==> config.mk <==
export PLATFORM = sky130hd
export DESIGN_NAME = fxp32_sub_pipe
export DESIGN_NICKNAME = d
export VERILOG_FILES = /design/src/rtl/fxp32_pkg.sv /design/src/rtl/cla_gen_prop.sv /design/src/rtl/fxp32_sub_carry.sv /design/src/rtl/rca.sv /design/src/rtl/fxp32_sub_pipe.sv
export SDC_FILE = /design/constraint.sdc
export NUM_CORES = 1
export LEC_CHECK = 0
export ABC_AREA = 1
export CAP_MARGIN = 20
export CORE_AREA = 2 2 135 137
export CTS_CLUSTER_DIAMETER = 100
export DETAILED_ROUTE_END_ITERATION = 12
export DIE_AREA = 0 0 137 139
export GPL_TIMING_DRIVEN = 0
export PLACE_DENSITY = 0.61
export RECOVER_POWER = 25
export SYNTH_ARGS = -nofsm -noshare
export SYNTH_HDL_FRONTEND = slang
export SYNTH_SLANG_ARGS = --single-unit
==> constraint.sdc <==
create_clock -name clk -period 3 [get_ports clk]
set_input_delay 0.45 -clock clk [delete_from_list [all_inputs] [get_ports clk]]
set_output_delay 0.45 -clock clk [all_outputs]
set_load 0.03 [all_outputs]
==> src/rtl/fxp32_pkg.sv <==
// Shared fixed-point datapath constants and pipeline payload types.
package fxp32_pkg;
  localparam int unsigned FXP32_WIDTH  = 32;
  localparam int unsigned FXP32_GROUPS = FXP32_WIDTH / 2;
  localparam logic [FXP32_WIDTH-1:0] FXP32_MAX = 32'h7FFF_FFFF;
  localparam logic [FXP32_WIDTH-1:0] FXP32_MIN = 32'h8000_0000;

  typedef struct packed {
    logic [FXP32_WIDTH-1:0]  a;
    logic [FXP32_WIDTH-1:0]  bi;
    logic                    cin;
    logic                    sa;
    logic                    sb;
    logic [FXP32_GROUPS-1:0] g;
    logic [FXP32_GROUPS-1:0] p;
  } s1_beat_t;

  typedef struct packed {
    logic [FXP32_WIDTH-1:0] d;
    logic                   borrow;
    logic                   ovf;
  } s2_beat_t;
endpackage

==> src/rtl/cla_gen_prop.sv <==
// Merge a high and a low generate/propagate pair into one span.
module cla_gen_prop (
  input  logic g_hi,
  input  logic p_hi,
  input  logic g_lo,
  input  logic p_lo,
  output logic g,
  output logic p
);
  assign g = g_hi | (p_hi & g_lo);
  assign p = p_hi & p_lo;
endmodule

==> src/rtl/fxp32_sub_carry.sv <==
// 16-group parallel-prefix carry lookahead: carry into each 2-bit group plus carry-out.
module fxp32_sub_carry
  import fxp32_pkg::*;
(
  input  logic [FXP32_GROUPS-1:0] g,
  input  logic [FXP32_GROUPS-1:0] p,
  input  logic                    cin,
  output logic [FXP32_GROUPS-1:0] cry,
  output logic                    cout
);
  localparam int unsigned LVLS = 4;

  logic [LVLS:0][FXP32_GROUPS-1:0] gl;
  logic [LVLS:0][FXP32_GROUPS-1:0] pl;

  assign gl[0] = g;
  assign pl[0] = p;

  // Kogge-Stone prefix: after level l each slot spans 2^(l+1) groups ending at it.
  for (genvar l = 0; l < LVLS; l++) begin : g_lvl
    for (genvar i = 0; i < FXP32_GROUPS; i++) begin : g_col
      if (i >= (1 << l)) begin : g_merge
        cla_gen_prop u_gp (
          .g_hi (gl[l][i]),
          .p_hi (pl[l][i]),
          .g_lo (gl[l][i-(1<<l)]),
          .p_lo (pl[l][i-(1<<l)]),
          .g    (gl[l+1][i]),
          .p    (pl[l+1][i])
        );
      end else begin : g_pass
        assign gl[l+1][i] = gl[l][i];
        assign pl[l+1][i] = pl[l][i];
      end
    end
  end

  assign cry[0] = cin;
  for (genvar i = 1; i < FXP32_GROUPS; i++) begin : g_cry
    assign cry[i] = gl[LVLS][i-1] | (pl[LVLS][i-1] & cin);
  end
  assign cout = gl[LVLS][FXP32_GROUPS-1] | (pl[LVLS][FXP32_GROUPS-1] & cin);
endmodule

==> src/rtl/rca.sv <==
// Two-bit ripple-carry adder cell.
module rca (
  input  logic [1:0] a,
  input  logic [1:0] b,
  input  logic       cin,
  output logic [1:0] s,
  output logic       cout
);
  logic c1;
  assign s[0] = a[0] ^ b[0] ^ cin;
  assign c1   = (a[0] & b[0]) | ((a[0] ^ b[0]) & cin);
  assign s[1] = a[1] ^ b[1] ^ c1;
  assign cout = (a[1] & b[1]) | ((a[1] ^ b[1]) & c1);
endmodule

==> src/rtl/fxp32_sub_pipe.sv <==
// Two-stage valid/ready 32-bit subtractor with borrow, signed overflow and optional saturation.
module fxp32_sub_pipe
  import fxp32_pkg::*;
#(
  parameter bit SATURATE = 1'b0
) (
  input  logic                   clk,
  input  logic                   rstn,
  input  logic                   in_valid,
  output logic                   in_ready,
  input  logic [FXP32_WIDTH-1:0] in_a,
  input  logic [FXP32_WIDTH-1:0] in_b,
  input  logic                   in_borrow,
  output logic                   out_valid,
  input  logic                   out_ready,
  output logic [FXP32_WIDTH-1:0] out_d,
  output logic                   out_borrow,
  output logic                   out_overflow
);
  logic [FXP32_WIDTH-1:0]  bi_c, gen_c, prop_c, raw_c;
  logic [FXP32_GROUPS-1:0] grp_g_c, grp_p_c, cry_c, rca_co;
  logic                    cout_c, ovf_c, s2_adv, s1_adv, accept;
  logic                    s1_valid_q, s1_valid_d, out_valid_q, out_valid_d;
  s1_beat_t                s1_q, s1_d;
  s2_beat_t                s2_q, s2_d;
  logic                    unused_rca_co;

  assign bi_c   = ~in_b;
  assign gen_c  = in_a & bi_c;
  assign prop_c = in_a ^ bi_c;

  for (genvar i = 0; i < FXP32_GROUPS; i++) begin : g_grp
    cla_gen_prop u_gp (
      .g_hi (gen_c[2*i+1]),
      .p_hi (prop_c[2*i+1]),
      .g_lo (gen_c[2*i]),
      .p_lo (prop_c[2*i]),
      .g    (grp_g_c[i]),
      .p    (grp_p_c[i])
    );
  end

  fxp32_sub_carry u_carry (
    .g    (s1_q.g),
    .p    (s1_q.p),
    .cin  (s1_q.cin),
    .cry  (cry_c),
    .cout (cout_c)
  );

  // Final carry comes from the lookahead tree; the per-group ripple carries are redundant.
  for (genvar i = 0; i < FXP32_GROUPS; i++) begin : g_rca
    rca u_rca (
      .a    (s1_q.a[2*i+1 -: 2]),
      .b    (s1_q.bi[2*i+1 -: 2]),
      .cin  (cry_c[i]),
      .s    (raw_c[2*i+1 -: 2]),
      .cout (rca_co[i])
    );
  end
  assign unused_rca_co = ^rca_co;

  always_comb begin
    s2_adv      = !out_valid_q || out_ready;
    s1_adv      = !s1_valid_q || s2_adv;
    in_ready    = rstn && s1_adv;
    accept      = in_valid && in_ready;
    s1_d        = s1_q;
    s1_valid_d  = s1_valid_q;
    s2_d        = s2_q;
    out_valid_d = out_valid_q;
    ovf_c       = (s1_q.sa ^ s1_q.sb) & (raw_c[FXP32_WIDTH-1] ^ s1_q.sa);

    if (s1_adv) s1_valid_d = accept;
    if (accept) begin
      s1_d.a   = in_a;
      s1_d.bi  = bi_c;
      s1_d.cin = ~in_borrow;
      s1_d.sa  = in_a[FXP32_WIDTH-1];
      s1_d.sb  = in_b[FXP32_WIDTH-1];
      s1_d.g   = grp_g_c;
      s1_d.p   = grp_p_c;
    end

    if (s2_adv) out_valid_d = s1_valid_q;
    if (s2_adv && s1_valid_q) begin
      s2_d.borrow = ~cout_c;
      s2_d.ovf    = ovf_c;
      if (SATURATE && ovf_c) s2_d.d = s1_q.sa ? FXP32_MIN : FXP32_MAX;
      else                   s2_d.d = raw_c;
    end
  end

  always_ff @(posedge clk or negedge rstn) begin
    if (!rstn) begin
      s1_valid_q  <= 1'b0;
      out_valid_q <= 1'b0;
      s1_q        <= '0;
      s2_q        <= '0;
    end else begin
      s1_valid_q  <= s1_valid_d;
      out_valid_q <= out_valid_d;
      s1_q        <= s1_d;
      s2_q        <= s2_d;
    end
  end

  assign out_valid    = out_valid_q;
  assign out_d        = s2_q.d;
  assign out_borrow   = s2_q.borrow;
  assign out_overflow = s2_q.ovf;
endmodule
==> results of run 1 <==
==> registers in the layout (all words and copies together), names as in the netlist <==
| name | count |
|---|---|
| s1_q | 98 |
| out_d | 32 |
| out_borrow | 1 |
| out_overflow | 1 |
| out_valid | 1 |
| s1_valid_q | 1 |
==> Yosys cell counts, types with 3 or more instances <==
| cell | instances | area share [%] |
|---|---|---|
| nor2_1 | 19 | 1.0 |
| nand2_1 | 289 | 16 |
| a21oi_1 | 31 | 2.2 |
| buf_6 | 16 | 2.6 |
| nand4_1 | 3 | 0.27 |
| o21bai_1 | 3 | 0.33 |
| xnor2_1 | 16 | 2.0 |
| xor2_1 | 17 | 2.1 |
| inv_1 | 61 | 3.3 |
| o21ai_1 | 19 | 1.4 |
| ha_1 | 32 | 5.8 |
| buf_2 | 5 | 0.36 |
| o21ai_2 | 30 | 3.8 |
| nand3_1 | 19 | 1.4 |
| clkbuf_1 | 5 | 0.27 |
| o21ai_0 | 43 | 3.1 |
| fa_1 | 16 | 4.6 |
| dfrtp_1 | 134 | 48 |
==> per-stage QoR <==
step	area [um2]	std cells
after floorplan	6930	770
after global placement	8260	1103
after detailed placement	8290	1104
after CTS	9000	1136
after global routing	8980	1136
final	8980	1136
==> worst max path at each step <==
| stage | depth (start not counted) | from | end |
|---|---|---|---|
| 4_1_cts | 4 | rstn | in_ready |
| 6_report | 8 | s1_q[34] | out_d[19] |
| 2_1_floorplan | 10 | s1_q[2] | out_d[31] |
| 3_5_place_dp | 4 | rstn | in_ready |
| 5_1_grt | 8 | s1_q[34] | out_d[19] |
| 3_3_place_gp | 4 | rstn | in_ready |
==> cell type report <==
type	instances	area [um2]	area share (%)
buffer	28	248	2.76
clock buffer	19	443	4.93
clock inverter	13	275	3.06
inverter	63	236	2.63
multi-input combinational	545	3090	34.4
sequential	134	3350	37.3
tap	229	287	3.19
timing repair buffer	105	1050	11.7
==> metal layers <==
metal	global-route usage (%)	up-vias	part of all wire [%]
met3	4.02	16	4.8
met2	29.6	127	46
li1	-	2695	-
met1	27.6	2589	48
met5	0	-	0
met4	6.02	0	1.4
==> cells by family (layout without fill, tap and decap cells) <==
family,count (synthesis),in the layout
fa+ha+maj,48,48
xor+xnor,33,33
buf+inv,91,228
flops,134,134
compound gates,129,129
simple gates,335,335
==> power by group <==
| group | total (W) | switching [W] | internal (W) |
|---|---|---|---|
| clock | 0.00254 | 0.000798 | 0.00175 |
| combinational | 0.00205 | 0.00117 | 0.000876 |
| sequential | 0.00249 | 0.000282 | 0.00221 |
==> worst max-delay path: cells and delay by family, from the launching register on <==
family | cells | cell delay, ns
adders and majority gates | 1 | 0.47
and+or+nand+nor | 2 | 0.39
AOI/OAI and AO/OA | 3 | 0.63
buffers and inverters | 1 | 0.23
DFF | 1 | 0.35
xor gates and xnor gates | 1 | 0.16
==> results_dict.tcl, run 1 <==
set metrics [dict create \
    cp_slowest_cell "fa_1" \
    num_io_pins 105 \
    ff2ff_path_depth 8 \
    cp_slowest_stage_delay_ns 0.47 \
    synth_top_family_by_area "simple AND/OR/NAND/NOR gates" \
    antenna_found_initial 0 \
    dr_total_vias 5427 \
    drtIter0Drc 299 \
    nets 1011 \
    path_clk_slew_ns 0.06 \
    finalSetupViolations 0 \
    hold_path.class "input port to async pin" \
    dr.pass1.iters 4 \
    crit_type "flop to flop" \
    hpwl_mm 12.5 \
    io_buffer_count 104 \
    cts_made_buffers 17 \
    synthCells 770 \
    ant_nets 0 \
    fp.coreArea_um2 17700 \
    nFillCells 1710 \
    fin_skew_ns 0.00742 \
    cts-resized-gates 0 \
    wl_per_cell_um 15.2 \
    die_area_um2 19000 \
    syn_nets 887 \
    ys.warnings.count 0 \
    leakagePower_nw 4.42 \
    synthArstFlopShare_pct 100 \
    rsz0062_at_grt "no" \
    wl_mm 17.3 \
    synth-seq-cells 134 \
    post_cts_buffers 0 \
    clk_latency_ns 0.42 \
    synth.avg_cell_area_um2 9.00 \
    routabilityCongestion 0.908 \
    r2r_start "s1_q[34]" \
    grt_pass1_wl_mm 28.2 \
    initial_utilization_pct 39.2 \
    fin_setup_tns_ns 0 \
    worst-r2r-setup-slack_ns 0.62 \
    root_buffer "clkbuf_16" \
    clkSinkCount 134 \
    drv_cap 1 \
    max_freq_ghz 0.420 \
    yosysSeqAreaShare_pct 48.4 \
    drive_gt1_share_pct 9.92 \
    end_kind "flop" \
    synthAdderAreaFrac_pct 10.4 \
    final_util_pct 50.9 \
    synth_compound_area_share_pct 11.2 \
    synth_area_um2 6930 \
    cts_tree "built" \
    grt_pass1_vias 5367 \
    power.total_w 0.00709 \
    postCtsHoldBufs 0 \
    synth-simple-area-share_pct 18.9 \
    status "finished, violations left" \
    grt_use_total_pct 19.4 \
    muxShareOfSynthArea_pct 0 \
    whs_ns 0.0340 \
    slew_viol_final 62 \
    finalWorstSetupSlack_ns 0.619 \
    rows 49 \
    violations "max-capacitance violations, max-slew violations" \
    grt_max_degree 76 \
    synth_edf_count 0 \
    die_w_um 137 \
    reg2reg_to "out_d[19]" \
    pre_cts_ws_ns 0.566 \
    drc 0 \
    synthXorXnorAreaFrac_pct 4.17 \
    arrival_ns 2.65 \
    crit_chain "clkbuf_1 -> a21oi_1 -> nor2_1 -> nor3_2 -> o21bai_1 -> fa_1 -> xor2_1 -> o21ai_0" \
    cp-start-kind "flop" \
    synthDistinctLibCells 28 \
    vias_per_cell 4.78 \
    cts_max_level 4 \
    final_common_cell "nand2_1" \
    tightest_slew_ns 1.52 \
    ctsLongestPathBuffers 2 \
    gr-total-overflow 0 \
    final_cell_mix "nand2_1, dfrtp_1, clkdlybuf4s50_1, inv_1, o21ai_0" \
    vdd_drop_max_mv 0.380 \
    period_needed_ns 2.38 \
    fp.dieH_um 139 \
    path_max_fanout 9 \
    worstPathRequired_ns 3.27 \
    diodes 0 \
    slew_headroom_pct -1.66 \
    fin_crit_sh_pct 79.4 \
    hold_violations 0 \
    areaGrowthSynthToFinish_pct 29.6 \
    synthFlopType "dfrtp_1" \
    power_density_nw_per_um2 789 \
]
(Power assumes the default switching activity.)
==> inputs of run 2 (changes only) <==
--- a/config.mk
+++ b/config.mk
@@ -12,7 +12,7 @@
 export DETAILED_ROUTE_END_ITERATION = 12
 export DIE_AREA = 0 0 137 139
 export GPL_TIMING_DRIVEN = 0
-export PLACE_DENSITY = 0.61
+export PLACE_DENSITY = 0.64
 export RECOVER_POWER = 25
 export SYNTH_ARGS = -nofsm -noshare
 export SYNTH_HDL_FRONTEND = slang
==> constraint.sdc (replaced) <==
create_clock -name clk -period 2.11 [get_ports clk]
set_input_delay 0.3165 -clock clk [delete_from_list [all_inputs] [get_ports clk]]
set_output_delay 0.3165 -clock clk [all_outputs]
set_load 0.03 [all_outputs]
==> run 2 against run 1 <==
Net effect: flip-flop and latch count unchanged; core utilization up 0.98 points; first-iteration DRC count up 9.7%; total power up 34%; clock-buffer cell count up 4; highest routed layer unchanged; critical path depth down 2; worst hold slack better by 0.43 ns; the run now ends clean.
==> results_dict.tcl, run 2 (synthesis results as in run 1) <==
set metrics [dict create \
    status "finished clean" \
    finalSetupViolations 0 \
    dr.pass1.iters 4 \
    tightest_slew_ns 0.987 \
    cts_tree "built" \
    die_w_um 137 \
    worst-r2r-setup-slack_ns 0.08 \
    crit_path_start "rstn" \
    drv_cap 0 \
    ctsLongestPathBuffers 2 \
    pre_cts_ws_ns -0.408 \
    fp.coreArea_um2 17700 \
    hold_violations 0 \
    final_cell_mix "nand2_1, dfrtp_1, clkdlybuf4s50_1, inv_1, o21ai_0" \
    largest_register_ff_count 98 \
    wl_per_cell_um 15.6 \
    diodes 0 \
    period_needed_ns 2.06 \
    antenna_found_initial 0 \
    grt_busiest_layer "met2" \
    drive_gt1_share_pct 14.1 \
    worstPathRequired_ns 1.79 \
    gr-total-overflow 0 \
    hpwl_mm 12.5 \
    routabilityCongestion 0.891 \
    grtUsageMet1_pct 28.3 \
    cpMostUsedCell "buf_16" \
    grt_max_degree 80 \
    arrival_ns 1.74 \
    end_kind "output pin" \
    root_buffer "clkbuf_16" \
    drtIter0Drc 328 \
    vias_per_cell 4.79 \
    hold_path.class "input port to flop" \
    ant_nets 0 \
    fin_skew_ns 0.00894 \
    grt_use_total_pct 19.6 \
    clkSinkCount 134 \
    ff2ff_path_depth 9 \
    grt_pass1_wl_mm 28.4 \
    slew_viol_final 0 \
    cts_made_buffers 17 \
    crit_type "input port to output pin" \
    regMostFlops "s1_q" \
    io_buffer_count 104 \
    min_from "in_a[13]" \
    finalWorstSetupSlack_ns 0.0495 \
    dr_total_vias 5515 \
    path_clk_slew_ns 0.06 \
    max_freq_ghz 0.485 \
    nets 1026 \
    rsz0062_at_grt "yes" \
    drc 0 \
    cp-start-kind "input port" \
    slew_headroom_pct 34.2 \
    vdd_drop_max_mv 0.662 \
    path_max_fanout 29 \
    clk_latency_ns 0.43 \
    use_met3_pct 4.13 \
    leakagePower_nw 4.50 \
    fin_setup_tns_ns 0 \
    power_density_nw_per_um2 1040 \
    die_area_um2 19000 \
    hold_depth 3 \
    areaGrowthSynthToFinish_pct 32.1 \
    crit_chain "dlygate4sd3_1 -> buf_16 -> buf_16 -> nand2_1 -> inv_2 -> dlymetal6s2s_1" \
    rows 49 \
    cp_slowest_stage_delay_ns 0.61 \
    wl_mm 18.0 \
    use_met2_pct 30.0 \
    fin_crit_sh_pct 97.7 \
    nFillCells 1692 \
    cts_max_level 4 \
    initial_utilization_pct 39.2 \
    r2r_start "s1_q[2]" \
    cp_slowest_cell "dlygate4sd3_1" \
    final_common_cell "nand2_1" \
    num_io_pins 105 \
    fp.dieH_um 139 \
    grt_pass1_vias 5347 \
]
[run 2: per-layer routing]
| layer | wire length (um) | up-vias |
|---|---|---|
| met5 | 0 | - |
| li1 | - | 2724 |
| met3 | 827 | 18 |
| met4 | 244 | 0 |
| met2 | 8410 | 117 |
| met1 | 8520 | 2656 |
[run 2: final cells by class]
class	count	area (um2)	area share [%]
tap	229	287	3.13
clock buffer	23	478	5.22
sequential	134	3360	36.7
timing repair buffer	121	1250	13.7
buffer	27	244	2.67
multi-input combinational	545	3190	34.9
inverter	63	236	2.58
clock inverter	9	100	1.09
[run 2: worst paths after layout]
check,to
max,in_ready
min,s1_q[80]
max reg2reg,out_d[11]
min reg2reg,out_d[2]
max in group asynchronous,s1_q[7]
min in group asynchronous,s1_q[16]
[run 2: critical path: cells and delay by family]
| family | cells | cell delay (ns) |
|---|---|---|
| buf+inv | 5 | 1.31 |
| simple gates | 1 | 0.09 |
[run 2: repair_timing]
action,4_1_cts,5_1_grt
endpoints found under the hold margin,77,77
endpoints found under the setup margin,13,15
setup buffers,2,6
pin swaps,2,7
cloned,1,1
resized for setup,12,26
[run 2: power breakdown]
part           internal (W)  total, W  switching [W]
clock network       0.00182   0.00292        0.00110
registers           0.00315   0.00358       0.000429
logic               0.00132   0.00303        0.00170
[run 2: stage by stage]
step	instance area, um2	cells	utilization (%)	hold slack, ns	total power, W
final	9150	1151	51.8	0.463	0.00952
after global routing	9150	1151	51.8	0.477	0.0101
after CTS	8960	1138	50.7	-0.197	0.00952
after detailed placement	8290	1104	46.9	0.421	0.00653
after global placement	8260	1103	46.8	0.463	0.00648
after floorplan	6930	770	-	0.0209	0.00527
